`src/rtl/light_phase_monitor.sv`:
```
// Traffic-light phase monitor.
// Watches the lamp word from a traffic-light controller and checks the
// RED -> GREEN -> YELLOW -> RED order and each phase's minimum and maximum
// dwell time. Any violation sets a sticky error flag and parks the monitor
// in FAULT until clr_err. Every output is a register.
module light_phase_monitor #(
  parameter int RED_MIN    = 10,
  parameter int GREEN_MIN  = 10,
  parameter int YELLOW_MIN = 3,
  parameter int MAX_DWELL  = 100
) (
  input  logic        clk,
  input  logic        rst,
  input  logic [2:0]  lights,
  input  logic        clr_err,
  output logic [2:0]  phase,
  output logic [15:0] dwell_cnt,
  output logic [15:0] cycle_cnt,
  output logic        err_illegal,
  output logic        err_order,
  output logic        err_short,
  output logic        err_timeout,
  output logic        fault
);

  typedef enum logic [2:0] {
    SYNC   = 3'd0,
    RED    = 3'd1,
    GREEN  = 3'd2,
    YELLOW = 3'd3,
    FAULT  = 3'd4
  } phase_t;

  localparam logic [2:0]  CODE_RED    = 3'b100;
  localparam logic [2:0]  CODE_GREEN  = 3'b001;
  localparam logic [2:0]  CODE_YELLOW = 3'b010;
  localparam logic [15:0] RED_MIN_W    = 16'(RED_MIN);
  localparam logic [15:0] GREEN_MIN_W  = 16'(GREEN_MIN);
  localparam logic [15:0] YELLOW_MIN_W = 16'(YELLOW_MIN);
  localparam logic [15:0] MAX_DWELL_W  = 16'(MAX_DWELL);

  phase_t      state;
  phase_t      next_state;
  logic [2:0]  lights_q;
  logic        change;
  logic        legal;
  logic        active;
  logic        in_order;
  logic [2:0]  next_code;
  logic [15:0] min_dwell;
  logic        viol_illegal;
  logic        viol_order;
  logic        viol_short;
  logic        viol_timeout;
  logic        cycle_done;

  assign phase = state;

  // Classify this edge's sample against the previous one (dwell_cnt still
  // holds how long the old value was held) and pick the next phase.
  always_comb begin
    change     = (lights != lights_q);
    legal      = (lights == CODE_RED) || (lights == CODE_GREEN) ||
                 (lights == CODE_YELLOW);
    active     = (state == RED) || (state == GREEN) || (state == YELLOW);
    next_code  = 3'b000;
    min_dwell  = 16'd0;
    case (state)
      RED: begin
        next_code = CODE_GREEN;
        min_dwell = RED_MIN_W;
      end
      GREEN: begin
        next_code = CODE_YELLOW;
        min_dwell = GREEN_MIN_W;
      end
      YELLOW: begin
        next_code = CODE_RED;
        min_dwell = YELLOW_MIN_W;
      end
      default: begin
        next_code = 3'b000;
        min_dwell = 16'd0;
      end
    endcase

    in_order     = active && change && (lights == next_code);
    viol_illegal = change && !legal && (state != FAULT);
    viol_order   = active && change && legal && (lights != next_code);
    viol_short   = in_order && (dwell_cnt < min_dwell);
    viol_timeout = active && !change && (dwell_cnt == MAX_DWELL_W);
    cycle_done   = (state == YELLOW) && in_order && !viol_short;

    next_state = state;
    if (viol_illegal || viol_order || viol_short || viol_timeout) begin
      next_state = FAULT;
    end else begin
      case (state)
        SYNC:    if (change && (lights == CODE_RED)) next_state = RED;
        RED:     if (in_order) next_state = GREEN;
        GREEN:   if (in_order) next_state = YELLOW;
        YELLOW:  if (in_order) next_state = RED;
        FAULT:   if (clr_err) next_state = SYNC;
        default: next_state = SYNC;
      endcase
    end
  end

  // Register phase, counters and sticky flags; a new violation overrides a
  // coincident clr_err because it is ORed in after the clear.
  always_ff @(posedge clk) begin
    if (!rst) begin
      state       <= SYNC;
      lights_q    <= 3'b000;
      dwell_cnt   <= 16'd0;
      cycle_cnt   <= 16'd0;
      err_illegal <= 1'b0;
      err_order   <= 1'b0;
      err_short   <= 1'b0;
      err_timeout <= 1'b0;
      fault       <= 1'b0;
    end else begin
      state    <= next_state;
      fault    <= (next_state == FAULT);
      lights_q <= lights;
      if (change) begin
        dwell_cnt <= 16'd1;
      end else if (dwell_cnt != 16'hFFFF) begin
        dwell_cnt <= dwell_cnt + 16'd1;
      end
      if (cycle_done && (cycle_cnt != 16'hFFFF)) begin
        cycle_cnt <= cycle_cnt + 16'd1;
      end
      err_illegal <= (err_illegal && !clr_err) || viol_illegal;
      err_order   <= (err_order   && !clr_err) || viol_order;
      err_short   <= (err_short   && !clr_err) || viol_short;
      err_timeout <= (err_timeout && !clr_err) || viol_timeout;
    end
  end

endmodule

```
`config.mk`:
```
export PLATFORM = sky130hd
export DESIGN_NAME = light_phase_monitor
export DESIGN_NICKNAME = d
export VERILOG_FILES = /design/src/rtl/light_phase_monitor.sv
export SDC_FILE = /design/constraint.sdc
export NUM_CORES = 1
export LEC_CHECK = 0
export ABC_AREA = 1
export BUFFER_PORTS_ARGS = -buffer_cell sky130_fd_sc_hd__buf_2
export CAP_MARGIN = 5
export CORE_UTILIZATION = 45
export CTS_CLUSTER_SIZE = 16
export DETAILED_ROUTE_END_ITERATION = 12
export PLACE_DENSITY = 0.69
export REMOVE_ABC_BUFFERS = 1
export SETUP_SLACK_MARGIN = 0.15
export SLEW_MARGIN = 40
export SYNTH_ARGS = -nofsm -noshare
export SYNTH_HDL_FRONTEND = slang
export SYNTH_SLANG_ARGS = --single-unit
```
`constraint.sdc`:
```
create_clock -name clk -period 1.8 [get_ports clk]
set_clock_uncertainty 0.2 [all_clocks]
set_input_delay 0.54 -clock clk [delete_from_list [all_inputs] [get_ports clk]]
set_output_delay 0.54 -clock clk [all_outputs]
set_load 0.05 [all_outputs]
```
==> flow_summary.json, run 1 <==
{
  "grt_remaining_overflow": 0,
  "tightest_slew_ps": 360,
  "yosys-top-cells-area": "dfxtp_1 31%, nand2_1 14%, inv_1 7.6%, nor2_1 6.5%, nand4_1 5.4%",
  "die_w_um": 80.6,
  "critPathKind": "reg -> reg",
  "globalplace.congestion": 0.874,
  "start_kind": "flip-flop",
  "fin_total_pwr_mw": 1.99,
  "ios": 46,
  "leakagePower_nw": 2.04,
  "ys_seq_area_share_pct": 30.9,
  "grt_pass1_vias": 2965,
  "crit_arrival_ps": 2050,
  "port_buffers": 45,
  "synth_cell_types": 31,
  "slew_viol_final": 0,
  "rsz0062_at_grt": "yes",
  "setup_tns_ps": -3770,
  "p_per_area_nw_per_um2": 447,
  "max_slew_margin_pct": 75.9,
  "synth-edff-count": 0,
  "setup_ws_ps": -215,
  "grt_first_pass_wirelength_um": 13400,
  "status": "complete, but fails checks",
  "violations": "setup timing",
  "post-dp-hpwl_um": 5340,
  "finish.utilization_pct": 74.9,
  "yosysTopAreaCell": "dfxtp_1",
  "fin_crit_sh_pct": 112,
  "ys.flop_type": "dfxtp_1",
  "die_h_um": 80.6,
  "start_util_pct": 46.7,
  "clock-sinks": 43,
  "synthMostInstantiatedCell": "nand2_1",
  "cts_tree": "yes",
  "ys_top_cells_by_count": "103 x nand2_1, 56 x inv_1, 48 x nor2_1, 43 x dfxtp_1, 25 x nand3_1",
  "combPwrFrac_pct": 16.3,
  "maxCapViolations": 0,
  "seqPwrFrac_pct": 48.5,
  "post-route-drc-count": 0,
  "synth_seq_cells": 43,
  "drt-total-wl_um": 9070,
  "cts_buffer_depth": 2,
  "critPathMaxFanout": 7,
  "clockRootBuffer": "clkbuf_8",
  "htree_levels": 2,
  "synth_area_um2": 2780,
  "dp_cells": 584,
  "synth_area_per_cell_um2": 6.71,
  "drtIter0Drc": 191,
  "syn_inst": 415,
  "firstDrtPassIters": 5,
  "post-place-ws_ps": -285,
  "timing.rr.start": "phase[1]",
  "period_minus_slack_ps": 2010,
  "crit_path_end_kind": "flip-flop",
  "drive_gt1_share_pct": 48.7,
  "fin_cells": 623,
  "hold_path_startpoint": "err_illegal",
  "internal_power_mw": 1.44,
  "cts_hold_buf": 0,
  "vias": 3322,
  "switching_share_pct": 27.9,
  "grt_max_degree": 18,
  "clock_power_share_pct": 35.2,
  "antenna_found_initial": 0,
  "whs_ps": 275,
  "insertion_delay_ps": 300,
  "synthToLayoutAreaGrowth_pct": 60.3,
  "clock.fmax_ghz": 0.496,
  "cts.clk_slew.worst_paths_ps": 90,
  "irDropWorstVdd_mv": 0.451,
  "wl_per_cell_um": 14.6,
  "finalSetupViolCount": 24,
  "postRouteAntennaNets": 0,
  "grt_usage_pct": 26.5,
  "reg2reg_slack_ps": -210,
  "design_area_um2": 4460,
  "setup.worst_path.start": "phase[1]",
  "power.switching_mw": 0.556,
  "n_antenna_cell": 0,
  "viasPerCell": 5.33,
  "async_flop_share_pct": 0,
  "final_nets": 558,
  "post_dp_cell_area_um2": 3470,
  "cts_inserted_buffers": 5,
  "dieArea_um2": 6500,
  "synth_top_area_share_pct": 30.9,
  "placementRows": 28,
  "yosysWarnings": 0,
  "core_um2": 5960,
  "hp-class": "reg -> reg",
  "worstPathRequired_ps": 1830,
  "hold_viol": 0
}
## layout make-up
cell class                      instances  area [um2]
Inverter                               60         235
Clock buffer                            7        96.3
Clock inverter                          1        7.51
Timing Repair Buffer                  132        1260
Tap cell                               75        93.8
Multi-Input combinational cell        305        1840
Fill cell                             422        1490
Sequential cell                        43         923
## state kept, by name, indices dropped and copies added (netlist names)
signal and count:
err_order 1, err_illegal 1, lights_q 3, cycle_cnt 16, err_short 1, dwell_cnt 16
err_timeout 1, phase 3, fault 1
## final timing paths
kind,to,cells after the start
min,err_illegal,2
max reg2reg,cycle_cnt[13],12
min reg2reg,err_illegal,2
max,cycle_cnt[13],12
## placed cells by master (no fill, tap or decap), types with 14 or more instances in the layout
| master | count |
|---|---|
| a21oi_2 | 15 |
| buf_4 | 66 |
| buf_6 | 42 |
| buf_8 | 14 |
| dfxtp_2 | 23 |
| inv_1 | 49 |
| nand2_1 | 93 |
| nand2_2 | 27 |
| nand3_1 | 20 |
| nand4_1 | 24 |
| nor2_1 | 41 |
## critical path: stages, from the launching register on
cell,delay (ps)
dfxtp_4,400
buf_4,120
nor2_2,30
nor2_1,120
inv_1,60
ha_1,270
nand2_1,70
nand2_2,90
nand2_4,70
nand2_8,110
buf_6,130
nand4_1,120
a21oi_2,160
## logic make-up (layout without fill, tap and decap cells)
kind of cell,count (synthesis),count (layout),share of synthesized area (%)
DFF,43,43,30.9
adders and majority gates,5,5,2.25
AOI/OAI and AO/OA,40,40,8.81
and+or+nand+nor,244,245,42.6
buffers and inverters,68,200,10.7
xor gates and xnor gates,15,15,4.72
## what timing repair did
action	in CTS	in global routing
endpoints found under the setup margin	73	68
gates cloned	2	0
gates resized for setup	151	64
buffers inserted	17	12
pin swaps	26	22
## power groups by stage
stage / registers [mW] / logic [mW] / clock network [mW]
6_report: 0.966 / 0.324 / 0.702
3_3_place_gp: 0.997 / 0.250 / 0
2_1_floorplan: 1.04 / 0.105 / 0
3_5_place_dp: 0.998 / 0.255 / 0
4_1_cts: 0.975 / 0.300 / 0.717
5_1_grt: 0.968 / 0.346 / 0.751
## layer usage
metal  GRT usage [%]  part of all wire [%]  vias to the layer above
met2            46.7                    51                      123
li1                -                     -                     1594
met5               0                     0                        -
met4            7.50                   2.7                        0
met3            4.32                   5.1                       25
met1            33.0                    41                     1580
(Power assumes the default switching activity.)
==> run 2, diff against run 1 <==
Settings changed: ABC_AREA 1 to default.
==> flow_summary.json, run 2 <==
{
  "status": "complete, but fails checks",
  "violations": "setup timing",
  "design_area_um2": 4980,
  "ys_seq_area_share_pct": 34.6,
  "synth_compound_area_share_pct": 16.4,
  "worstPathRequired_ps": 1800,
  "antenna_found_initial": 0,
  "crit_path_end_kind": "flip-flop",
  "fillers": 117,
  "hold_viol": 0,
  "cts_buffer_depth": 2,
  "synth_cell_types": 54,
  "grt_pass1_vias": 3097,
  "dp_cells": 478,
  "final_common_cell": "buf_4",
  "wl_per_cell_um": 26.5,
  "synth_area_per_cell_um2": 8.35,
  "clock-sinks": 43,
  "p_per_area_nw_per_um2": 419,
  "fin_crit_sh_pct": 145,
  "postRouteAntennaNets": 0,
  "hp-class": "in -> reg",
  "syn_inst": 298,
  "maxCapViolations": 0,
  "fin_cells": 528,
  "synth_mux_area_share_pct": 2.87,
  "die_h_um": 76.4,
  "reg.largest.list": "cycle_cnt: 16 flops, dwell_cnt: 16 flops",
  "placementRows": 26,
  "n_antenna_cell": 0,
  "core_um2": 5200,
  "crit_arrival_ps": 2620,
  "slew_viol_final": 0,
  "drt-total-wl_um": 14000,
  "post-dp-hpwl_um": 4920,
  "synthToLayoutAreaGrowth_pct": 99.9,
  "leakagePower_nw": 1.96,
  "final_nets": 468,
  "cts_inserted_buffers": 5,
  "synth-edff-count": 0,
  "critPathKind": "reg -> reg",
  "max_stage_delay_ps": 420,
  "start_util_pct": 47.8,
  "yosysTopAreaCell": "dfxtp_1",
  "final_cell_mix": "64 x buf_4, 54 x buf_6, 37 x buf_8",
  "setup_ws_ps": -811,
  "grt_max_degree": 25,
  "synth_area_um2": 2490,
  "drive_gt1_share_pct": 64.0,
  "grt_remaining_overflow": 0,
  "synthAdderAreaFrac_pct": 2.51,
  "start_kind": "flip-flop",
  "synthMostInstantiatedCell": "dfxtp_1",
  "dieArea_um2": 5830,
  "insertion_delay_ps": 330,
  "cts.clk_slew.worst_paths_ps": 110,
  "clockRootBuffer": "clkbuf_8",
  "yosys-top-cells-area": "dfxtp_1 35%, nand3_1 3.6%, a21oi_1 3.2%, nor3_1 3.2%, nor2_1 3.2%",
  "cp_cell_sequence": "nor2b_4 > o21bai_1 > ha_1 > o31ai_4 > a31oi_4 > nor2_4 > buf_4 > clkbuf_16 > o31ai_1 > a21oi_2",
  "drtIter0Drc": 503,
  "whs_ps": 394,
  "post_dp_cell_area_um2": 3340,
  "met2_usage_pct": 58.5,
  "firstDrtPassIters": 7,
  "grt_usage_pct": 32.9,
  "vias": 3611,
  "tightest_slew_ps": 607,
  "globalRouteMet1Util_pct": 36.5,
  "slowest_stage": "dfxtp_4",
  "yosys.area_share.simple_pct": 32.8,
  "finalSetupViolCount": 45,
  "met3_usage_pct": 5.99,
  "path_buf_inv": 2,
  "async_flop_share_pct": 0,
  "period_minus_slack_ps": 2610,
  "ios": 46,
  "synth_seq_cells": 43,
  "critPathMaxFanout": 6,
  "rsz0062_at_grt": "yes",
  "crit_family": "compound AO/OA/AOI/OAI gates",
  "setup_tns_ps": -20130,
  "reg2reg_slack_ps": -810,
  "cts_tree": "yes",
  "grt-busiest-layer": "met2",
  "port_buffers": 45,
  "viasPerCell": 6.84,
  "ys.flop_type": "dfxtp_1",
  "die_w_um": 76.4,
  "post-route-drc-count": 0,
  "globalplace.congestion": 0.851,
  "clock.fmax_ghz": 0.383,
  "synth_top_family_by_area": "simple AND/OR/NAND/NOR gates",
  "yosysWarnings": 0,
  "irDropWorstVdd_mv": 0.595,
  "htree_levels": 2,
  "grt_first_pass_wirelength_um": 15100,
  "synth_top_area_share_pct": 34.6,
  "ys_top_cells_by_count": "43 x dfxtp_1, 21 x nor2_1, 18 x nand3_1, 16 x a21oi_1, 16 x nor3_1",
  "synth_xor_area_share_pct": 5.58,
  "max_slew_margin_pct": 59.2
}
-- run 2: cell count changes after synthesis, sizes merged, moves of 9 or more --
cell | before | now
o31ai | 0 | 9
and3 | 0 | 9
nand3 | 29 | 18
nor3 | 5 | 16
or4 | 0 | 9
nand4 | 24 | 9
nor2 | 58 | 21
nand2 | 125 | 15
inv | 60 | 8
a21oi | 25 | 16
-- run 2: report_power, final --
part / switching (mW) / total, mW / leakage, nW / internal (mW)
Combinational: 0.234 / 0.431 / 1.55 / 0.197
Sequential: 0.0220 / 0.978 / 0.367 / 0.956
Clock: 0.401 / 0.675 / 0.0412 / 0.273
-- run 2: tightest hold or removal path, stage by stage --
cell and delay, ps:
buf_8 80, buf_6 120, and2_1 130
-- run 2: logic make-up after synthesis --
family / count (synthesis)
and+or+nand+nor: 141
buffers and inverters: 27
xor gates and xnor gates: 15
muxes: 7
DFF: 43
AOI/OAI and AO/OA: 60
adders and majority gates: 5
-- run 2: routing by layer --
metal	wire, um	vias up	part of all wire [%]
li1	-	1422	-
met1	4940	1680	35
met2	6570	384	47
met3	1430	125	10
met4	1040	0	7.4
met5	0	-	0
-- run 2: cell type report --
cell class,instances,area [um2],share of cell area [%]
multi-input cells,228,2000,40.1
flip-flops and latches,43,925,18.6
clock inverters,2,12.5,0.251
repair buffers,170,1850,37.2
clock buffers,6,72.6,1.46
inverters,9,33.8,0.679
well taps,70,87.6,1.76
-- run 2: worst paths after layout --
path	cells after the start	startpoint	to
worst max-delay path	10	phase[0]	cycle_cnt[2]
worst min-delay path	3	lights[2]	lights_q[2]
worst max register to register	10	phase[0]	cycle_cnt[2]
worst min register to register	2	cycle_cnt[13]	cycle_cnt[13]
-- run 2: repair_timing --
action                                 CTS  global route
hold buffers                             0             0
gates cloned                             1             5
endpoints found under the hold margin    0             0
setup endpoints to repair               75            77
gates resized for setup                226            88
pin swaps                               21            43
setup buffers                           16            20
-- run 2: metrics by stage --
stage	power, mW	utilization [%]	worst slack (ps)
after detailed placement	1.26	64.2	-877
after global routing	2.12	95.6	-840
after CTS	1.89	82.5	-567
final	2.08	95.6	-811
after global placement	1.25	64.2	-836
after floorplan	1.14	-	-1260
==> run 3, diff against run 2 <==
Settings changed: BUFFER_PORTS_ARGS -buffer_cell sky130_fd_sc_hd__buf_2 to default, DONT_BUFFER_PORTS from default to 1, PLACE_DENSITY 0.69 to 0.61.
==> flow_summary.json, run 3 (same netlist as run 2, synthesis figures left out) <==
{
  "status": "complete, but fails checks",
  "violations": "setup timing",
  "grt_remaining_overflow": 0,
  "cts_tree": "yes",
  "post-route-drc-count": 0,
  "postRouteAntennaNets": 0,
  "reg.largest.list": "cycle_cnt: 16 flops, dwell_cnt: 16 flops",
  "max_slew_margin_pct": 73.7,
  "final_nets": 411,
  "core_um2": 5200,
  "clock-sinks": 43,
  "final_common_cell": "buf_4",
  "p_per_area_nw_per_um2": 458,
  "vias": 2766,
  "hp-class": "in -> reg",
  "clockRootBuffer": "clkbuf_8",
  "clock.fmax_ghz": 0.410,
  "hold_viol": 0,
  "antenna_found_initial": 0,
  "drive_gt1_share_pct": 51.7,
  "critPathKind": "reg -> reg",
  "drt-total-wl_um": 8300,
  "grt_pass1_vias": 2549,
  "slew_viol_final": 0,
  "fin_crit_sh_pct": 136,
  "cts.clk_slew.worst_paths_ps": 80,
  "ios": 46,
  "tightest_slew_ps": 390,
  "insertion_delay_ps": 310,
  "globalplace.congestion": 0.798,
  "grt_usage_pct": 25.6,
  "fillers": 313,
  "placementRows": 26,
  "die_w_um": 76.4,
  "drtIter0Drc": 168,
  "maxCapViolations": 0,
  "critPathMaxFanout": 7,
  "cts_hold_buf": 0,
  "n_antenna_cell": 0,
  "start_kind": "flip-flop",
  "worstPathRequired_ps": 1840,
  "htree_levels": 2,
  "post_dp_cell_area_um2": 3190,
  "start_util_pct": 47.8,
  "grt_max_degree": 28,
  "period_minus_slack_ps": 2440,
  "setup_ws_ps": -640,
  "cts_inserted_buffers": 5,
  "crit_arrival_ps": 2480,
  "final_cell_mix": "60 x buf_4, 38 x buf_6, 23 x dfxtp_1",
  "viasPerCell": 5.89,
  "die_h_um": 76.4,
  "port_buffers": 0,
  "dieArea_um2": 5830,
  "post-place-ws_ps": -754,
  "post-dp-hpwl_um": 4750,
  "design_area_um2": 4140,
  "finish.utilization_pct": 79.4,
  "grt_first_pass_wirelength_um": 12000,
  "irDropWorstVdd_mv": 0.465,
  "finalSetupViolCount": 34,
  "leakagePower_nw": 1.54,
  "firstDrtPassIters": 4,
  "cts_buffer_depth": 2,
  "setup_tns_ps": -11070,
  "rsz0062_at_grt": "yes",
  "wl_per_cell_um": 17.7,
  "synthToLayoutAreaGrowth_pct": 66.2,
  "crit_path_end_kind": "flip-flop"
}
[run 3: path summary, 6_finish.rpt]
check | to | slack, ps | start | cells past startpoint
setup / recovery | cycle_cnt[3] | -640 | phase[0] | 6
hold / removal | err_short | 150 | rst | 1
setup reg to reg | cycle_cnt[3] | -640 | phase[0] | 6
hold reg to reg | dwell_cnt[9] | 370 | dwell_cnt[9] | 2
[run 3: layer usage]
layer	vias to the layer above	routed length (um)	track usage [%]	share of wire, %
met5	-	0	0	0
met1	1343	3490	32.9	42
met4	0	134	6.73	1.6
met3	16	459	6.47	5.5
met2	94	4220	42.4	51
li1	1313	-	-	-
[run 3: layout make-up]
type                            count  area, um2  share of cell area [%]
Clock buffer                        6       82.6                    2.00
Clock inverter                      1       5.00                   0.121
Inverter                            9       36.3                   0.877
Multi-Input combinational cell    228       1890                    45.6
Sequential cell                    43        898                    21.7
Tap cell                           70       87.6                    2.12
Timing Repair Buffer              113       1140                    27.5
[run 3: report_power, final]
group | internal (mW) | total [mW] | switching [mW]
Sequential | 0.963 | 0.998 | 0.0353
Combinational | 0.127 | 0.255 | 0.127
Clock | 0.301 | 0.642 | 0.340
Total | 1.39 | 1.89 | 0.503
[run 3: through the flow]
step           power, mW  instances  hold WS (ps)
2_1_floorplan       1.14        280           458
3_3_place_gp        1.21        443           344
3_5_place_dp        1.21        443           351
4_1_cts             1.88        461           142
5_1_grt             1.96        470           147
6_report            1.89        470           147
[run 3: repair_timing]
item                                    CTS  global route
pin swaps                                37            30
gates cloned                              1             2
buffers inserted                         10             8
resized for setup                       104            67
endpoints found under the setup margin   59            67
[run 3: critical path: stages (launching register included)]
cell and delay, ps:
dfxtp_4 380, clkinv_1 50, or4_1 470, or3_4 420, buf_12 150, or4_1 530
a21oi_2 180
